### config.mk
export PLATFORM = sky130hd
export DESIGN_NAME = keypad_scanner
export DESIGN_NICKNAME = d
export VERILOG_FILES = /design/src/rtl/keypad_pkg.sv /design/src/rtl/keypad_debounce.sv /design/src/rtl/keypad_scanner.sv
export SDC_FILE = /design/constraint.sdc
export NUM_CORES = 1
export LEC_CHECK = 0
export ABC_CLOCK_PERIOD_IN_PS = 11350
export BUFFER_PORTS_ARGS = -buffer_cell sky130_fd_sc_hd__buf_2
export CORE_MARGIN = 4
export CORE_UTILIZATION = 50
export DETAILED_ROUTE_END_ITERATION = 10
export PLACE_DENSITY = 0.67
export SYNTH_ARGS = -nofsm -noshare
export SYNTH_HDL_FRONTEND = slang
export SYNTH_SLANG_ARGS = --single-unit
export TNS_END_PERCENT = 1
### constraint.sdc
create_clock -name div_clk -period 11.35 [get_ports div_clk]
set_input_delay 1.135 -clock div_clk [delete_from_list [all_inputs] [get_ports div_clk]]
set_output_delay 1.135 -clock div_clk [all_outputs]
set_load 0.03 [all_outputs]
### src/rtl/keypad_pkg.sv
// keypad_pkg: shared types and helpers for the 4x4 keypad scanner.
//   NUM_ROWS / NUM_COLS : keypad geometry
//   scan_kind_t         : classification of one full scan (NONE / SINGLE / MULTI)
//   key_code_t          : 4-bit key code, col_idx*4 + row_idx
//   scan_result_t       : kind plus code (code is 0 unless kind is SINGLE)
//   COL_DRIVE           : active-low one-hot column drive pattern per column index
//   classify()          : turns a 16-bit active-low snapshot into a scan_result_t
package keypad_pkg;

    localparam int NUM_ROWS = 4;
    localparam int NUM_COLS = 4;

    typedef enum logic [1:0] {
        RES_NONE   = 2'd0,
        RES_SINGLE = 2'd1,
        RES_MULTI  = 2'd2
    } scan_kind_t;

    typedef logic [3:0] key_code_t;

    typedef struct packed {
        scan_kind_t kind;
        key_code_t  code;
    } scan_result_t;

    // Index 0 is the rightmost element: column 0 drives 4'b1110.
    localparam logic [NUM_COLS-1:0][NUM_COLS-1:0] COL_DRIVE =
        {4'b0111, 4'b1011, 4'b1101, 4'b1110};

    // Bit i of the snapshot is row (i % 4) of column (i / 4), so the bit
    // position of a lone zero is directly the key code.
    function automatic scan_result_t classify(input logic [NUM_ROWS*NUM_COLS-1:0] rows_n);
        scan_result_t r;
        int unsigned  zeros;
        r.kind = RES_NONE;
        r.code = '0;
        zeros  = 0;
        for (int i = 0; i < NUM_ROWS * NUM_COLS; i++) begin
            if (!rows_n[i]) begin
                zeros++;
                r.code = key_code_t'(i);
            end
        end
        if (zeros == 1) begin
            r.kind = RES_SINGLE;
        end else if (zeros > 1) begin
            r.kind = RES_MULTI;
            r.code = '0;
        end
        return r;
    endfunction

endpackage

### src/rtl/keypad_debounce.sv
// keypad_debounce: whole-scan debouncer.
//   div_clk       : clock
//   reset         : synchronous active-high reset
//   scan_done     : one-cycle strobe, scan_result holds a fresh scan
//   scan_result   : classification of the scan just completed
//   accepted_kind : kind of the currently accepted (debounced) state
//   press_event   : strobe on the edge where a SINGLE key becomes accepted
//   event_code    : code of that key, valid while press_event is high
import keypad_pkg::*;

module keypad_debounce #(
    parameter int DEBOUNCE_SCANS = 3
) (
    input  logic         div_clk,
    input  logic         reset,
    input  logic         scan_done,
    input  scan_result_t scan_result,
    output scan_kind_t   accepted_kind,
    output logic         press_event,
    output key_code_t    event_code
);

    localparam logic [3:0] CNT_MAX = 4'(DEBOUNCE_SCANS);

    scan_result_t last_q, last_d;
    scan_result_t acc_q, acc_d;
    logic [3:0]   stable_q, stable_d;

    // The acceptance test uses the updated count, so with DEBOUNCE_SCANS
    // identical scans the state is accepted on the last scan's evaluation edge.
    always_comb begin
        // NOTE: every output of this block gets a default first so no path
        // leaves a variable unassigned, which would otherwise infer a latch.
        last_d      = last_q;
        acc_d       = acc_q;
        stable_d    = stable_q;
        press_event = 1'b0;
        event_code  = last_q.code;
        if (scan_done) begin
            if (scan_result == last_q) begin
                if (stable_q < CNT_MAX) begin
                    stable_d = stable_q + 4'd1;
                end
            end else begin
                last_d   = scan_result;
                stable_d = 4'd1;
            end
            if (stable_d == CNT_MAX && last_d != acc_q) begin
                acc_d       = last_d;
                press_event = (last_d.kind == RES_SINGLE);
                event_code  = last_d.code;
            end
        end
    end

    always_ff @(posedge div_clk) begin
        // NOTE: sequential state uses non-blocking assignments so every
        // register samples pre-edge values regardless of statement order.
        if (reset) begin
            last_q   <= '{kind: RES_NONE, code: '0};
            acc_q    <= '{kind: RES_NONE, code: '0};
            stable_q <= '0;
        end else begin
            last_q   <= last_d;
            acc_q    <= acc_d;
            stable_q <= stable_d;
        end
    end

    assign accepted_kind = acc_q.kind;

endmodule

### src/rtl/keypad_scanner.sv
// keypad_scanner: 4x4 passive keypad scanner with debounce and valid/ack holding register.
//   div_clk      : clock, all logic on its rising edge
//   reset        : synchronous active-high reset
//   key_row      : active-low row sense lines
//   key_ack      : consumer acknowledge, clears key_valid
//   key_col      : active-low one-hot column drive
//   key_code     : accepted key code (col_idx*4 + row_idx)
//   key_valid    : a new key code is pending until acknowledged
//   key_held     : a single debounced key is currently down
//   key_overflow : sticky, a press arrived while key_valid was pending
import keypad_pkg::*;

module keypad_scanner #(
    parameter int SETTLE_CYCLES  = 1,
    parameter int DEBOUNCE_SCANS = 3
) (
    input  logic                div_clk,
    input  logic                reset,
    input  logic [NUM_ROWS-1:0] key_row,
    input  logic                key_ack,
    output logic [NUM_COLS-1:0] key_col,
    output key_code_t           key_code,
    output logic                key_valid,
    output logic                key_held,
    output logic                key_overflow
);

    localparam logic [3:0] SETTLE_MAX = 4'(SETTLE_CYCLES);
    localparam logic [1:0] LAST_COL   = 2'(NUM_COLS - 1);

    logic [1:0]                        col_idx;
    logic [3:0]                        settle_cnt;
    logic                              sample;
    logic [(NUM_COLS-1)*NUM_ROWS-1:0]  row_slots;
    scan_result_t                      scan_result;
    logic                              scan_done;
    scan_kind_t                        accepted_kind;
    logic                              press_event;
    key_code_t                         event_code;

    assign sample = (settle_cnt == SETTLE_MAX);

    // Scan engine. key_col is registered so the column lines never glitch.
    // Column 3 is not stored: its rows are classified together with the
    // slots of columns 0..2 on its own sample edge.
    always_ff @(posedge div_clk) begin
        if (reset) begin
            col_idx     <= '0;
            settle_cnt  <= '0;
            key_col     <= COL_DRIVE[0];
            scan_result <= '{kind: RES_NONE, code: '0};
            scan_done   <= 1'b0;
        end else begin
            scan_done <= 1'b0;
            if (sample) begin
                settle_cnt <= '0;
                col_idx    <= col_idx + 2'd1;
                key_col    <= COL_DRIVE[col_idx + 2'd1];
                if (col_idx == LAST_COL) begin
                    scan_result <= classify({key_row, row_slots});
                    scan_done   <= 1'b1;
                end
            end else begin
                settle_cnt <= settle_cnt + 4'd1;
            end
        end
    end

    // NOTE: the row slots carry no reset; each is rewritten during a scan
    // before the column-3 edge reads it, so its reset value is never observed.
    always_ff @(posedge div_clk) begin
        if (sample && col_idx != LAST_COL) begin
            row_slots[col_idx*NUM_ROWS +: NUM_ROWS] <= key_row;
        end
    end

    keypad_debounce #(
        .DEBOUNCE_SCANS (DEBOUNCE_SCANS)
    ) u_debounce (
        .div_clk       (div_clk),
        .reset         (reset),
        .scan_done     (scan_done),
        .scan_result   (scan_result),
        .accepted_kind (accepted_kind),
        .press_event   (press_event),
        .event_code    (event_code)
    );

    assign key_held = (accepted_kind == RES_SINGLE);

    // Holding register: an ack on the event edge frees the slot for the new code.
    always_ff @(posedge div_clk) begin
        if (reset) begin
            key_code     <= '0;
            key_valid    <= 1'b0;
            key_overflow <= 1'b0;
        end else if (press_event) begin
            if (!key_valid || key_ack) begin
                key_code  <= event_code;
                key_valid <= 1'b1;
            end else begin
                key_overflow <= 1'b1;
            end
        end else if (key_ack && key_valid) begin
            key_valid <= 1'b0;
        end
    end

endmodule

# After elaboration in Yosys (flattened, before gate mapping)
# Index checks and enable logic that the tools add are counted.
[op_classes]
n_mux = 98
add_sub_neg = 19
n_eq_ne = 10
reduce_logical = 13
shift = 2
n_bitwise = 2
magnitude_cmp = 3
[ops]
columns = ["op", "n"]
rows = [
  ["32-bit 2-to-1 mux", 63],
  ["32-bit by 1-bit adder with 32-bit output (second input constant)", 15],
  ["4-bit 2-to-1 mux", 21],
  ["4-bit negator with 34-bit output", 1],
  ["4-bit by 34-bit variable shift with 12-bit output (first input constant)", 1],
  ["4-bit by 34-bit indexed part select with 12-bit output", 1],
  ["32-bit by 1-bit equality test with 1-bit output (second input constant)", 1],
  ["32-bit by 1-bit greater-than comparator with 1-bit output (second input constant)", 1],
  ["6-bit 2-to-1 mux", 3],
  ["12-bit bitwise mux", 1],
  ["2-bit AND reduction", 5],
  ["4-bit by 1-bit adder with 4-bit output (second input constant)", 2],
  ["4-bit binary-select mux with 2-bit select", 1],
  ["1-bit 2-to-1 mux", 8],
  ["6-bit equality test", 1],
  ["6-bit inequality test", 1],
  ["2-bit by 1-bit equality test with 1-bit output (second input constant)", 2],
  ["4-bit by 1-bit equality test with 1-bit output (second input constant)", 1],
  ["4-bit by 2-bit equality test with 1-bit output (second input constant)", 1],
  ["4-bit by 2-bit < comparator with 1-bit output (second input constant)", 1],
  ["2-bit OR reduction", 2],
  ["1-bit logical AND", 3],
  ["2-bit by 3-bit < comparator with 1-bit output (second input constant)", 1],
  ["2-bit by 1-bit adder with 2-bit output (second input constant)", 1],
  ["8 further kinds", 9],
]
[totals]
reg_bits = 51
wordCells = 162
inputBits = 7
output_inout_bits = 11

# Depth between registers and ports, before layout
[depth]
ltp_word = 82
mapped_depth = 52
mapped_depth_nobuf = 52

# Modules after synthesis
# A second synthesis with hierarchy kept.
[unflattened]
hier_cells = 509
area_unflattened_um2 = 4534.3
[by_module_without_submodules]
columns = ["module", "seq_area_each_um2", "area_each_um2", "instances", "cells_each"]
rows = [
  ["keypad_scanner", 820.8, 3674.8, 1, 419],
  ["keypad_debounce", 320.3, 859.6, 1, 90],
]

# Least setup slack after synthesis
# Ideal clock, no wire load.
[synth_path]
path_type = "register to register"
from = "register row_slots[1]"
to = "register scan_result[0] (netlist name)"
path_buffers = 1
setup_time_ns = 0.070
arrival_time_ns = 9.485
synth_period_minus_slack_ns = 9.555
setup_slack_ns = 1.795
required_ns = 11.280
path_stages_with_launch = 52
cell_sequence = "edfxtp_1 inv_1 ha_1 buf_6 xor3_2 ha_1 nand2_1 o211a_1 inv_1 ha_1 or2_2 and2_1 ha_1 nor2b_1 a31oi_1 inv_1 ha_1 nor2_1 [16 not listed] a21oi_1 ha_1 mux2i_1 o21ai_0 ha_1 mux2_2 ha_1 nor2b_1 a21oi_1 inv_1 ha_1 nor3_1 a21oi_1 mux2i_1 o211ai_1 a211oi_2 o2111ai_2 o21ai_1"
[synth_between]
elab_chain_cells = 77
elab_cells_between_ends = 93
cone_classes = "14 x add/sub; 1 x order compare; 1 x eq/ne; 77 x mux"
[synth_rtl]
columns = ["element", "line", "text"]
rows = [
  ["start: declaration", "keypad_scanner.sv:34", "logic [(NUM_COLS-1)*NUM_ROWS-1:0] row_slots;"],
  ["start signal: indexed assignment", "keypad_scanner.sv:73", "row_slots[col_idx*NUM_ROWS +: NUM_ROWS] <= key_row;"],
  ["32-bit 2-to-1 mux", "keypad_pkg.sv:39", "if (!rows_n[i]) begin"],
  ["32-bit 2-to-1 mux", "keypad_scanner.sv:59", "if (col_idx == LAST_COL) begin"],
  ["32-bit 2-to-1 mux", "keypad_scanner.sv:55", "if (sample) begin"],
  ["32-bit 2-to-1 mux", "keypad_scanner.sv:47", "if (reset) begin"],
  ["32-bit by 1-bit adder with 32-bit output", "keypad_pkg.sv:40", "zeros++;"],
  ["32-bit 2-to-1 mux", "keypad_pkg.sv:39", ""],
  ["32-bit 2-to-1 mux", "keypad_scanner.sv:59", ""],
  ["32-bit 2-to-1 mux", "keypad_scanner.sv:55", ""],
  ["[61 not listed]", "n/a", ""],
  ["32-bit by 1-bit adder with 32-bit output", "keypad_pkg.sv:40", ""],
  ["32-bit 2-to-1 mux", "keypad_pkg.sv:39", ""],
  ["32-bit 2-to-1 mux", "keypad_scanner.sv:59", ""],
  ["32-bit 2-to-1 mux", "keypad_scanner.sv:55", ""],
  ["32-bit 2-to-1 mux", "keypad_scanner.sv:47", ""],
  ["32-bit by 1-bit greater-than comparator with 1-bit output", "keypad_pkg.sv:46", "end else if (zeros > 1) begin"],
  ["6-bit 2-to-1 mux", "keypad_pkg.sv:46", ""],
  ["4-bit 2-to-1 mux (*)", "keypad_pkg.sv:44", "if (zeros == 1) begin"],
]
# Mark *: on every way between the ends. The rest lies on a longest branch, timed or not. The select of a mux whose other input is x is not followed.
# A chain may end at the register's enable or synchronous reset.

# Worst setup path in the final report
[layout_path]
from = "register row_slots[1]"
to = "register scan_result[1] (netlist name)"
[layout_between]
elab_chain_cells = 77
elab_cells_between_ends = 78
cone_classes = "14 x add/sub; 1 x order compare; 1 x eq/ne; 62 x mux"
[layout_rtl]
columns = ["element", "line"]
rows = [
  ["32-bit 2-to-1 mux (*)", "keypad_pkg.sv:39"],
  ["32-bit 2-to-1 mux (*)", "keypad_scanner.sv:59"],
  ["32-bit 2-to-1 mux (*)", "keypad_scanner.sv:55"],
  ["32-bit 2-to-1 mux (*)", "keypad_scanner.sv:47"],
  ["32-bit by 1-bit adder with 32-bit output", "keypad_pkg.sv:40"],
  ["32-bit 2-to-1 mux (*)", "keypad_pkg.sv:39"],
  ["32-bit 2-to-1 mux (*)", "keypad_scanner.sv:59"],
  ["32-bit 2-to-1 mux (*)", "keypad_scanner.sv:55"],
  ["[61 not listed]", "n/a"],
  ["32-bit by 1-bit adder with 32-bit output", "keypad_pkg.sv:40"],
  ["32-bit 2-to-1 mux (*)", "keypad_pkg.sv:39"],
  ["32-bit 2-to-1 mux (*)", "keypad_scanner.sv:59"],
  ["32-bit 2-to-1 mux (*)", "keypad_scanner.sv:55"],
  ["32-bit 2-to-1 mux (*)", "keypad_scanner.sv:47"],
  ["32-bit by 1-bit greater-than comparator with 1-bit output", "keypad_pkg.sv:46"],
  ["6-bit 2-to-1 mux", "keypad_pkg.sv:46"],
  ["4-bit 2-to-1 mux (*)", "keypad_pkg.sv:44"],
]
# Marked as above.

==> out/metrics.yaml <==
run_status:
  run_status: "finished, final reports clean"
clock_network:
  clk_pin_slew_ns: 0.09
  cts_setup_buffers: 0
  ctsResizeCount: 0
  cts_root_buf: "clkbuf_8"
  cts_tree: "done"
  cts_made_buffers: 5
  cts_hold_buf: 0
  cts-htree-levels: 2
  clock_path_buffers: 2
  clock-sinks: 51
  clock_latency_ns: 0.30
critical_path:
  cpMostUsedCell: "ha_1"
  worst_setup_path_end_kind: "flip-flop"
  crit_slowest_cell: "xor3_2"
  arrival_ns: 10.65
  worstPathRequired_ns: 11.59
  critPathMaxStageDelay_ns: 0.53
  cp-start-kind: "flip-flop"
  critPathMaxFanout: 9
  crit_type: "reg2reg"
global_routing:
  track_usage: 0.174
  grt_max_degree: 35
  grt_pass1_vias: 3237
  grt_pass1_wl_um: 14800
  grt_overflow: 0
  antenna_found_initial: 0
synth:
  ys_ff_latch: 51
  synth_edf_count: 12
  synth_fp_nets: 522
  synth-warning-count: 0
  async_reset_ff_frac: 0
  synth-main-ff-cell: "dfxtp_1"
  syn_avg_cell_area_um2: 8.78
  netlist_instances: 490
  synth_seq_area_share: 0.265
  synth_cell_type_count: 79
  syn_area_um2: 4300
routing:
  viasPerCell: 5.62
  num_vias: 3345
  drt-total-wl_um: 8160
  wl_met1_um: 4010
  drc: 0
  initialDrtViolationCount: 82
  wl_per_cell_um: 13.7
  met3_length_um: 212
  ant_nets: 0
  wl_met2_um: 3840
  dr.pass1.iters: 4
  routed.top_layer: "met4"
layout:
  antenna_cells: 0
  nets: 521
  area_delta_synth_final_pct: 5.26
  layout-drive-gt1-share: 0.110
  final_area_um2: 4530
flow_run:
  maxCapViolations: 0
timing:
  holdWs_ns: 0.459
  max_freq_mhz: 96.1
  finalHoldViolCount: 0
  period_needed_ns: 10.41
  report.final.slew_viol_count: 0
  maxSlewHeadroom: 0.516
  setup_viol: 0
  timing.final.ws_setup_ns: 0.943
  worstMarginPinSlew_ns: 0.723
  fin_worst_skew_ns: 0.00752
  finalSetupTns_ns: 0
  period_share: 0.917
  grt_setup_unrepaired: "no"
power:
  ir_drop_mv: 0.120
  powerDensity_nw_per_um2: 237
  power.leakage_nw: 1.82
place:
  hpwl_um: 6280
  gp_congestion: 0.886
  place_ws_ns: 0.916
  placed_area_um2: 4410
  io_buffers: 17
die:
  boundaryPins: 18
  die-area_um2: 10200
  core_um2: 8300
  num_rows: 33
  initial_utilization: 0.518
  die_w_um: 101
  fp.dieH_um: 101
min_path:
  hold_path_class: "reg2reg"
layout by cell type (no fill, tap or decap), drive strengths merged, types with 3 or more instances in the layout:
master / count
nand2: 31
a31oi: 8
a211oi: 4
and2: 21
nand2b: 8
a21boi: 4
ha: 25
or3: 3
nor3b: 9
edfxtp: 12
clkbuf: 5
nand4: 9
inv: 21
and2b: 3
a21o: 5
xor2: 18
a311oi: 3
nand3: 12
and3: 5
mux2i: 21
nor3: 11
xnor3: 7
o21a: 3
o21ai: 16
buf: 17
xnor2: 33
nor4: 3
o211ai: 7
a21oi: 18
nor2: 45
nand3b: 4
a211o: 6
nor2b: 19
dfxtp: 39
kinds of logic (layout without fill, tap and decap cells):
logic type | count (synthesis) | in the layout | share of synthesized area
compound gates | 92 | 92 | 0.153
xor+xnor | 60 | 60 | 0.164
fa+ha+maj | 25 | 25 | 0.0727
buf+inv | 46 | 46 | 0.0439
flops | 51 | 51 | 0.265
mux | 23 | 23 | 0.0541
simple gates | 193 | 193 | 0.247
routing by layer:
layer  track usage  vias to the layer above
met4        0.0497                        0
met5             0                        -
met2         0.289                       38
li1              -                     1725
met1         0.235                     1573
met3        0.0249                        9
stage by stage:
stage | cells | total power, mW | utilization
CTS | 595 | 1.07 | 0.544
finish | 595 | 1.07 | 0.546
detailed placement | 587 | 0.947 | 0.531
floorplan | 490 | 0.839 | -
global route | 595 | 1.18 | 0.546
global placement | 587 | 0.930 | 0.531
report_power, final:
group | leakage, nW | switching (mW) | internal [mW] | total [mW]
combinational | 1.35 | 0.382 | 0.357 | 0.739
sequential | 0.420 | 0.0139 | 0.197 | 0.211
clock | 0.0556 | 0.0573 | 0.0646 | 0.122
total | 1.82 | 0.453 | 0.618 | 1.07
cell type report:
| class | instances | area [µm²] |
|---|---|---|
| well taps | 105 | 131 |
| flip-flops and latches | 51 | 1140 |
| repair buffers | 17 | 85.1 |
| clock inverters | 3 | 38.8 |
| multi-input cells | 393 | 2990 |
| fillers | 775 | 3770 |
| inverters | 21 | 78.8 |
| clock buffers | 5 | 68.8 |
sequential cells by signal, summed over array words and instances (netlist names):
name / cells
col_idx: 2
key_code: 4
key_col: 4
key_overflow: 1
key_valid: 1
row_slots: 12
scan_done: 1
scan_result: 6
settle_cnt: 4
u_debounce.acc_q: 4
u_debounce.accepted_kind: 2
u_debounce.last_q: 6
u_debounce.stable_q: 4
path summary, 6_finish.rpt:
check | from | slack, ns | cells past startpoint | to
setup / recovery | row_slots[1]$_DFFE_PP_ | 0.94 | 50 | scan_result[1]$_SDFFE_PP0P_
hold / removal | key_col[3]$_SDFFE_PP1P_ | 0.46 | 1 | key_col[3]$_SDFFE_PP1P_
hold reg to reg | key_col[3]$_SDFFE_PP1P_ | 0.46 | 1 | key_col[3]$_SDFFE_PP1P_
setup reg to reg | row_slots[1]$_DFFE_PP_ | 0.94 | 50 | scan_result[1]$_SDFFE_PP0P_
synth_stat cells, types with 11 or more instances:
cell type,count,area (µm²)
nor2_1,45,169
dfxtp_1,39,781
nand2_1,31,116
xnor2_1,29,254
ha_1,25,313
mux2i_1,21,210
and2_1,20,125
inv_1,20,75.1
a21oi_1,18,90.1
clkbuf_1,18,67.6
nor2b_1,18,113
xor2_1,17,149
edfxtp_1,12,360
nand3_1,11,55.1
nor3_1,11,55.1
o21ai_0,11,55.1
worst max-delay path, delay by kind of cell (launching register included):
family | cells | cell delay (ns)
muxes | 3 | 0.53
buffers and inverters | 7 | 0.53
DFF | 1 | 0.37
AOI/OAI and AO/OA | 16 | 2.69
xor gates and xnor gates | 1 | 0.53
and+or+nand+nor | 10 | 1.65
adders and majority gates | 13 | 4.04
Power figures use the tool's default switching activity.
